$ cat src/rtl/imem_loader.sv
// Boot-time instruction memory loader: byte stream -> little-endian words -> consecutive word writes.
// Optional build macro CHECKSUM_EN adds a trailing 32-bit checksum check (CHK state) before release.
//
// state | meaning
// IDLE  | waiting for start after reset
// RECV  | accepting bytes of the current word
// WRITE | one-cycle memory write of the assembled word
// CHK   | receiving the 4-byte checksum (CHECKSUM_EN only)
// DONE  | load finished, entry_pc presented to the core
module imem_loader #(
  parameter int LEN_W  = 16,
  parameter int ADDR_W = 32
) (
  input  logic              clk,
  input  logic              rst,
  input  logic              start,
  input  logic [ADDR_W-1:0] base_addr,
  input  logic [LEN_W-1:0]  num_words,
  input  logic              byte_valid,
  input  logic [7:0]        byte_data,
  output logic              byte_ready,
  output logic              mem_wr_en,
  output logic [ADDR_W-1:0] mem_addr,
  output logic [31:0]       mem_wdata,
  output logic              busy,
  output logic              done,
  output logic [ADDR_W-1:0] entry_pc,
  output logic              pc_valid,
  output logic              err
);

  typedef enum logic [2:0] {
    S_IDLE  = 3'd0,
    S_RECV  = 3'd1,
    S_WRITE = 3'd2,
    S_CHK   = 3'd3,
    S_DONE  = 3'd4
  } state_t;

`ifdef CHECKSUM_EN
  localparam state_t S_END = S_CHK;
`else
  localparam state_t S_END = S_DONE;
`endif

  state_t            state, state_nxt;
  logic [1:0]        bcnt;
  logic [31:0]       wbuf, word_nxt;
  logic [ADDR_W-1:0] addr;
  logic [LEN_W-1:0]  remaining;
  logic [ADDR_W-1:0] aligned;
  logic              accept, word_full, start_ok;

  assign aligned   = base_addr & ~ADDR_W'(3);
  assign accept    = byte_valid && byte_ready;
  assign word_full = accept && (bcnt == 2'd3);
  assign start_ok  = start && ((state == S_IDLE) || (state == S_DONE));

  always_comb begin
    word_nxt = wbuf;
    word_nxt[8*bcnt +: 8] = byte_data;
  end

  always_ff @(posedge clk) begin
    if (rst) state <= S_IDLE;
    else     state <= state_nxt;
  end

  always_comb begin
    state_nxt = state;
    case (state)
      S_IDLE, S_DONE: if (start) state_nxt = (num_words == '0) ? S_END : S_RECV;
      S_RECV:         if (word_full) state_nxt = S_WRITE;
      S_WRITE:        state_nxt = (remaining == LEN_W'(1)) ? S_END : S_RECV;
`ifdef CHECKSUM_EN
      S_CHK:          if (word_full) state_nxt = S_DONE;
`endif
      default:        state_nxt = S_IDLE;
    endcase
  end

  always_comb begin
    byte_ready = 1'b0;
    busy       = 1'b0;
    mem_wr_en  = 1'b0;
    case (state)
      S_RECV:  begin byte_ready = 1'b1; busy = 1'b1; end
      S_WRITE: begin mem_wr_en  = 1'b1; busy = 1'b1; end
`ifdef CHECKSUM_EN
      S_CHK:   begin byte_ready = 1'b1; busy = 1'b1; end
`endif
      default: ;
    endcase
  end

`ifdef CHECKSUM_EN
  logic [31:0] sum;
  logic        err_q;
  assign err = err_q;

  always_ff @(posedge clk) begin
    if (rst) begin
      sum   <= '0;
      err_q <= 1'b0;
    end else if (start_ok) begin
      sum   <= '0;
      err_q <= 1'b0;
    end else begin
      if (state == S_WRITE) sum <= sum + mem_wdata;
      if (word_full && (state == S_CHK)) err_q <= (word_nxt != sum);
    end
  end
`else
  assign err = 1'b0;
`endif

  // Datapath; mem_addr/mem_wdata are captured on the last byte so they hold after WRITE.
  always_ff @(posedge clk) begin
    if (rst) begin
      bcnt      <= '0;
      wbuf      <= '0;
      addr      <= '0;
      remaining <= '0;
      entry_pc  <= '0;
      mem_addr  <= '0;
      mem_wdata <= '0;
      done      <= 1'b0;
      pc_valid  <= 1'b0;
    end else if (start_ok) begin
      bcnt      <= '0;
      addr      <= aligned;
      entry_pc  <= aligned;
      remaining <= num_words;
      done      <= 1'b0;
      pc_valid  <= 1'b0;
    end else begin
      if (accept) begin
        bcnt <= bcnt + 2'd1;
        wbuf <= word_nxt;
      end
      if (word_full && (state == S_RECV)) begin
        mem_addr  <= addr;
        mem_wdata <= word_nxt;
      end
      if (state == S_WRITE) begin
        addr      <= addr + ADDR_W'(4);
        remaining <= remaining - LEN_W'(1);
      end
      if (state == S_DONE) begin
        done     <= 1'b1;
        pc_valid <= ~err;
      end
    end
  end

endmodule

$ cat config.mk
export PLATFORM = sky130hd
export DESIGN_NAME = imem_loader
export DESIGN_NICKNAME = d
export VERILOG_FILES = /design/src/rtl/imem_loader.sv
export SDC_FILE = /design/constraint.sdc
export NUM_CORES = 1
export LEC_CHECK = 0
export BUFFER_PORTS_ARGS = -buffer_cell sky130_fd_sc_hd__clkbuf_2
export CORE_ASPECT_RATIO = 0.8
export CORE_MARGIN = 4
export CORE_UTILIZATION = 49
export DETAILED_ROUTE_END_ITERATION = 7
export HOLD_SLACK_MARGIN = 0.05
export PLACE_DENSITY = 0.76
export SLEW_MARGIN = 40
export SYNTH_ARGS = -nofsm -noshare
export SYNTH_HDL_FRONTEND = slang
export SYNTH_SLANG_ARGS = --single-unit
$ cat constraint.sdc
create_clock -name clk -period 2 [get_ports clk]
set_input_delay 0.1 -clock clk [delete_from_list [all_inputs] [get_ports clk]]
set_output_delay 0.1 -clock clk [all_outputs]
set_load 0.01 [all_outputs]
==> key figures <==
Power
  – Power Total: 8.28 mW
  – Max VDD drop: 760 µV
  – Cell Pwr Density: 852 nW/µm²
  – P_leak: 3.93 nW

Global route
  – GRT overflow: 0
  – Initial antenna violation count: 1
  – First-pass GRT wire length: 34.4 mm
  – Largest net degree at the start of global routing: 86
  – Overall routing resource usage: 0.259
  – Vias in the first global route: 6925

Synthesis
  – Synth Area per Inst: 8.10 µm²
  – Post-synthesis mux area share: 0.00558
  – Area share of fa/ha/maj cells after synthesis: 0.0139
  – Cells after Synth: 886
  – Synth warn: 0
  – Mapped cell area: 7180 µm²
  – Simple-Gate Fraction of Synth Area: 0.250
  – Post-synth EDFFs: 0
  – Combinational family with the most area after synthesis: simple AND/OR/NAND/NOR gates
  – Library cells used by synthesis: 60
  – #FFs+latches synth: 168
  – Ys flop type: dfxtp_1
  – Post-synth ARST share: 0
  – Register area share after synthesis: 0.469
  – Synth Area in XOR/XNOR: 0.0232
  – Post-synthesis compound-gate area fraction: 0.191

Die
  – Die Ht: 116 µm
  – Floorplan Core Area: 14300 µm²
  – Die X-Extent: 143 µm
  – Full die area: 16700 µm²
  – Initial Util: 0.502
  – Std-Cell Rows: 39
  – Num ports: 162

Detailed routing
  – Final ANT Viol Nets: 0
  – Vias: 7493
  – Drt via density: 5.74
  – DRT iter0 DRCs: 631
  – DR pass1 iterations: 5
  – Final WL: 22.0 mm
  – Detailed-route DRC error count: 0
  – Avg WL per Cell: 16.8 µm

Clock network
  – Clock Path Buffers: 2
  – Inserted Clock Buffers: 17
  – TritonCTS clock tree: done
  – Clock Latency Late Sink: 0.43 ns
  – H-tree levels: 4
  – Clock slew at reported path FFs: 0.06 ns
  – Root buffer cell: clkbuf_16
  – CTS Sinks: 168

Timing
  – Min Tclk post-route: 1.98 ns
  – Measured slew at the worst slew-check pin: 0.519 ns
  – FMAX: 506 MHz
  – Final hold viol count: 0
  – Final period util: 0.988
  – RSZ-0062 raised after global routing: true
  – Slew Limit Fails: 0
  – PnR worst setup slack: 0.0237 ns
  – Setup violations, final: 0
  – Sum Neg Setup Slack: 0 ns
  – Worst clock skew: 0.0141 ns
  – Slew headroom: 0.651

Worst setup path
  – R2R setup slack: 0.02 ns
  – Reg2reg end: addr[22]
  – CP endpoint kind: flop
  – Arrival time at the worst endpoint: 2.31 ns
  – CP max stage cell: or4_4
  – Crit Path Class: reg -> reg
  – Delay-heaviest family, CP: simple AND/OR/NAND/NOR gates
  – Buf/Inv on CP: 0
  – Worst Setup Start Kind: flop
  – R2R Path Start: addr[2]
  – WP data required: 2.34 ns
  – Critical-path cell list: ha_1 -> nand2_1 -> or4_4 -> or3_1 -> a311oi_1
  – Worst-path fanout max: 7
  – Largest stage delay, worst path: 0.62 ns
  – R2R cell count: 5

Placement
  – IO buf count: 154
  – Placer congestion estimate: 0.866
  – Post-DP HPWL: 14.3 mm
  – Place WS: 0.0306 ns
  – Post-Place Cells: 1216

Cells and area
  – Reg area: 3370 µm²
  – Multi-input logic area: 3600 µm²
  – Area added between synthesis and finish: 35.5%
  – # nets final: 1175
  – Share of layout cells above drive strength 1: 0.246
  – # fillers: 1161
  – Non-filler cells, final: 1305

Flow run
  – Max-Cap Viols: 0

Run status
  – Outcome: finished clean

Hold path
  – Hold Startpoint: num_words[4]
  – Tightest Hold Check Type: in -> reg
  – Hold worst-path end: remaining[4]
  – Hold path cells: 5
synthesized netlist by cell type (6+ instances only):
cell | instances | area, µm²
o21ai_0 | 11 | 55.1
buf_4 | 6 | 45.0
nor4_1 | 14 | 87.6
nor2_1 | 91 | 342
nand2_1 | 156 | 586
buf_1 | 8 | 30.0
a221oi_1 | 28 | 245
a31oi_1 | 6 | 37.5
clkbuf_1 | 55 | 206
inv_1 | 12 | 45.0
a21oi_1 | 96 | 480
nand3_1 | 35 | 175
xor2_1 | 14 | 123
a22oi_1 | 29 | 218
dfxtp_1 | 168 | 3360
nor3_1 | 43 | 215
or3_1 | 8 | 50.1
a211oi_1 | 8 | 60.1
ha_1 | 8 | 100
nand4_1 | 8 | 50.1
and3_1 | 8 | 50.1
cells by family (layout without fill, tap and decap cells):
kind of cell / after synthesis / count (layout)
adder cells (fa/ha/maj): 8 / 8
XOR/XNOR: 19 / 19
AND/OR/NAND/NOR: 392 / 392
multiplexers: 4 / 4
other: 1 / 6
flip-flops: 168 / 168
AO/OA/AOI/OAI: 211 / 211
buffers and inverters: 83 / 313
layer usage:
layer / GRT usage / part of all wire / up-vias
li1: - / - / 3599
met4: 0.108 / 0.029 / 0
met5: 0 / 0 / -
met3: 0.0647 / 0.080 / 52
met2: 0.402 / 0.45 / 309
met1: 0.349 / 0.44 / 3533
per-stage QoR:
stage	utilization	hold slack [ns]	area, µm²
6_report	0.680	0.106	9720
5_1_grt	0.680	0.117	9720
2_1_floorplan	-	0.210	7230
3_3_place_gp	0.591	0.344	8450
3_5_place_dp	0.591	0.352	8450
4_1_cts	0.675	0.0823	9650
layout by cell type, fill, tap and decap left out, types with 4 or more instances in the layout:
| cell | instances |
|---|---|
| nor2_1 | 91 |
| xor2_1 | 14 |
| a211oi_1 | 7 |
| clkbuf_16 | 17 |
| nand2b_1 | 5 |
| or3_1 | 7 |
| bufinv_16 | 5 |
| nand4_1 | 8 |
| dfxtp_2 | 5 |
| dlygate4sd3_1 | 54 |
| inv_1 | 10 |
| dfxtp_1 | 163 |
| buf_12 | 5 |
| o211ai_1 | 5 |
| nor4_1 | 11 |
| a21oi_1 | 95 |
| nor3_1 | 42 |
| a221oi_1 | 28 |
| conb_1 | 5 |
| nand3_1 | 34 |
| a22oi_1 | 29 |
| nand2_1 | 156 |
| ha_1 | 7 |
| mux2i_1 | 4 |
| a222oi_1 | 5 |
| xnor2_1 | 5 |
| and3_1 | 7 |
| clkbuf_2 | 153 |
| nor3_2 | 4 |
| a31oi_1 | 6 |
| buf_4 | 56 |
| o21ai_0 | 11 |
worst max path at each step:
stage / startpoint / end / depth (start not counted) / slack (ns)
6_report: addr[2] / addr[22] / 5 / 0.02
5_1_grt: remaining[1] / remaining[14] / 8 / -0.05
4_1_cts: addr[16] / addr[28] / 5 / 0.03
3_5_place_dp: remaining[1] / remaining[14] / 7 / 0.03
3_3_place_gp: addr[16] / addr[28] / 5 / 0.05
2_1_floorplan: addr[15] / addr[26] / 6 / 0.04
what timing repair did:
action                                  4_1_cts  5_1_grt
hold buffers                                 54        0
endpoints found under the setup margin        1       14
resized for setup                             1       16
hold endpoints to repair                     83        0
setup buffers                                 1        1
pin swaps                                     0        5
sequential cells by signal, indices dropped and copies added, names as in the netlist:
register,count
pc_valid,1
bcnt,2
entry_pc,30
addr,30
mem_addr,30
remaining,16
state,3
mem_wdata,32
wbuf,24
tightest hold or removal path: cells and delay by family:
family                 cells  cell delay (ns)
AOI/OAI and AO/OA          2             0.18
buffers and inverters      1             0.09
and+or+nand+nor            2             0.13
report_power, final:
part / switching (mW) / total, mW / internal [mW]
logic: 0.625 / 1.09 / 0.467
clock network: 1.34 / 3.60 / 2.25
registers: 0.107 / 3.59 / 3.48
total: 2.08 / 8.28 / 6.20
layout make-up:
class                      instances  share of cell area
antenna                            1            0.000257
clock buffer                      21              0.0463
clock inverter                    11              0.0202
inverter                          13             0.00540
multi-input combinational        639               0.370
sequential                       168               0.346
tap                              184              0.0237
timing repair buffer             268               0.188
No activity file was read; power rests on OpenSTA's default activity.
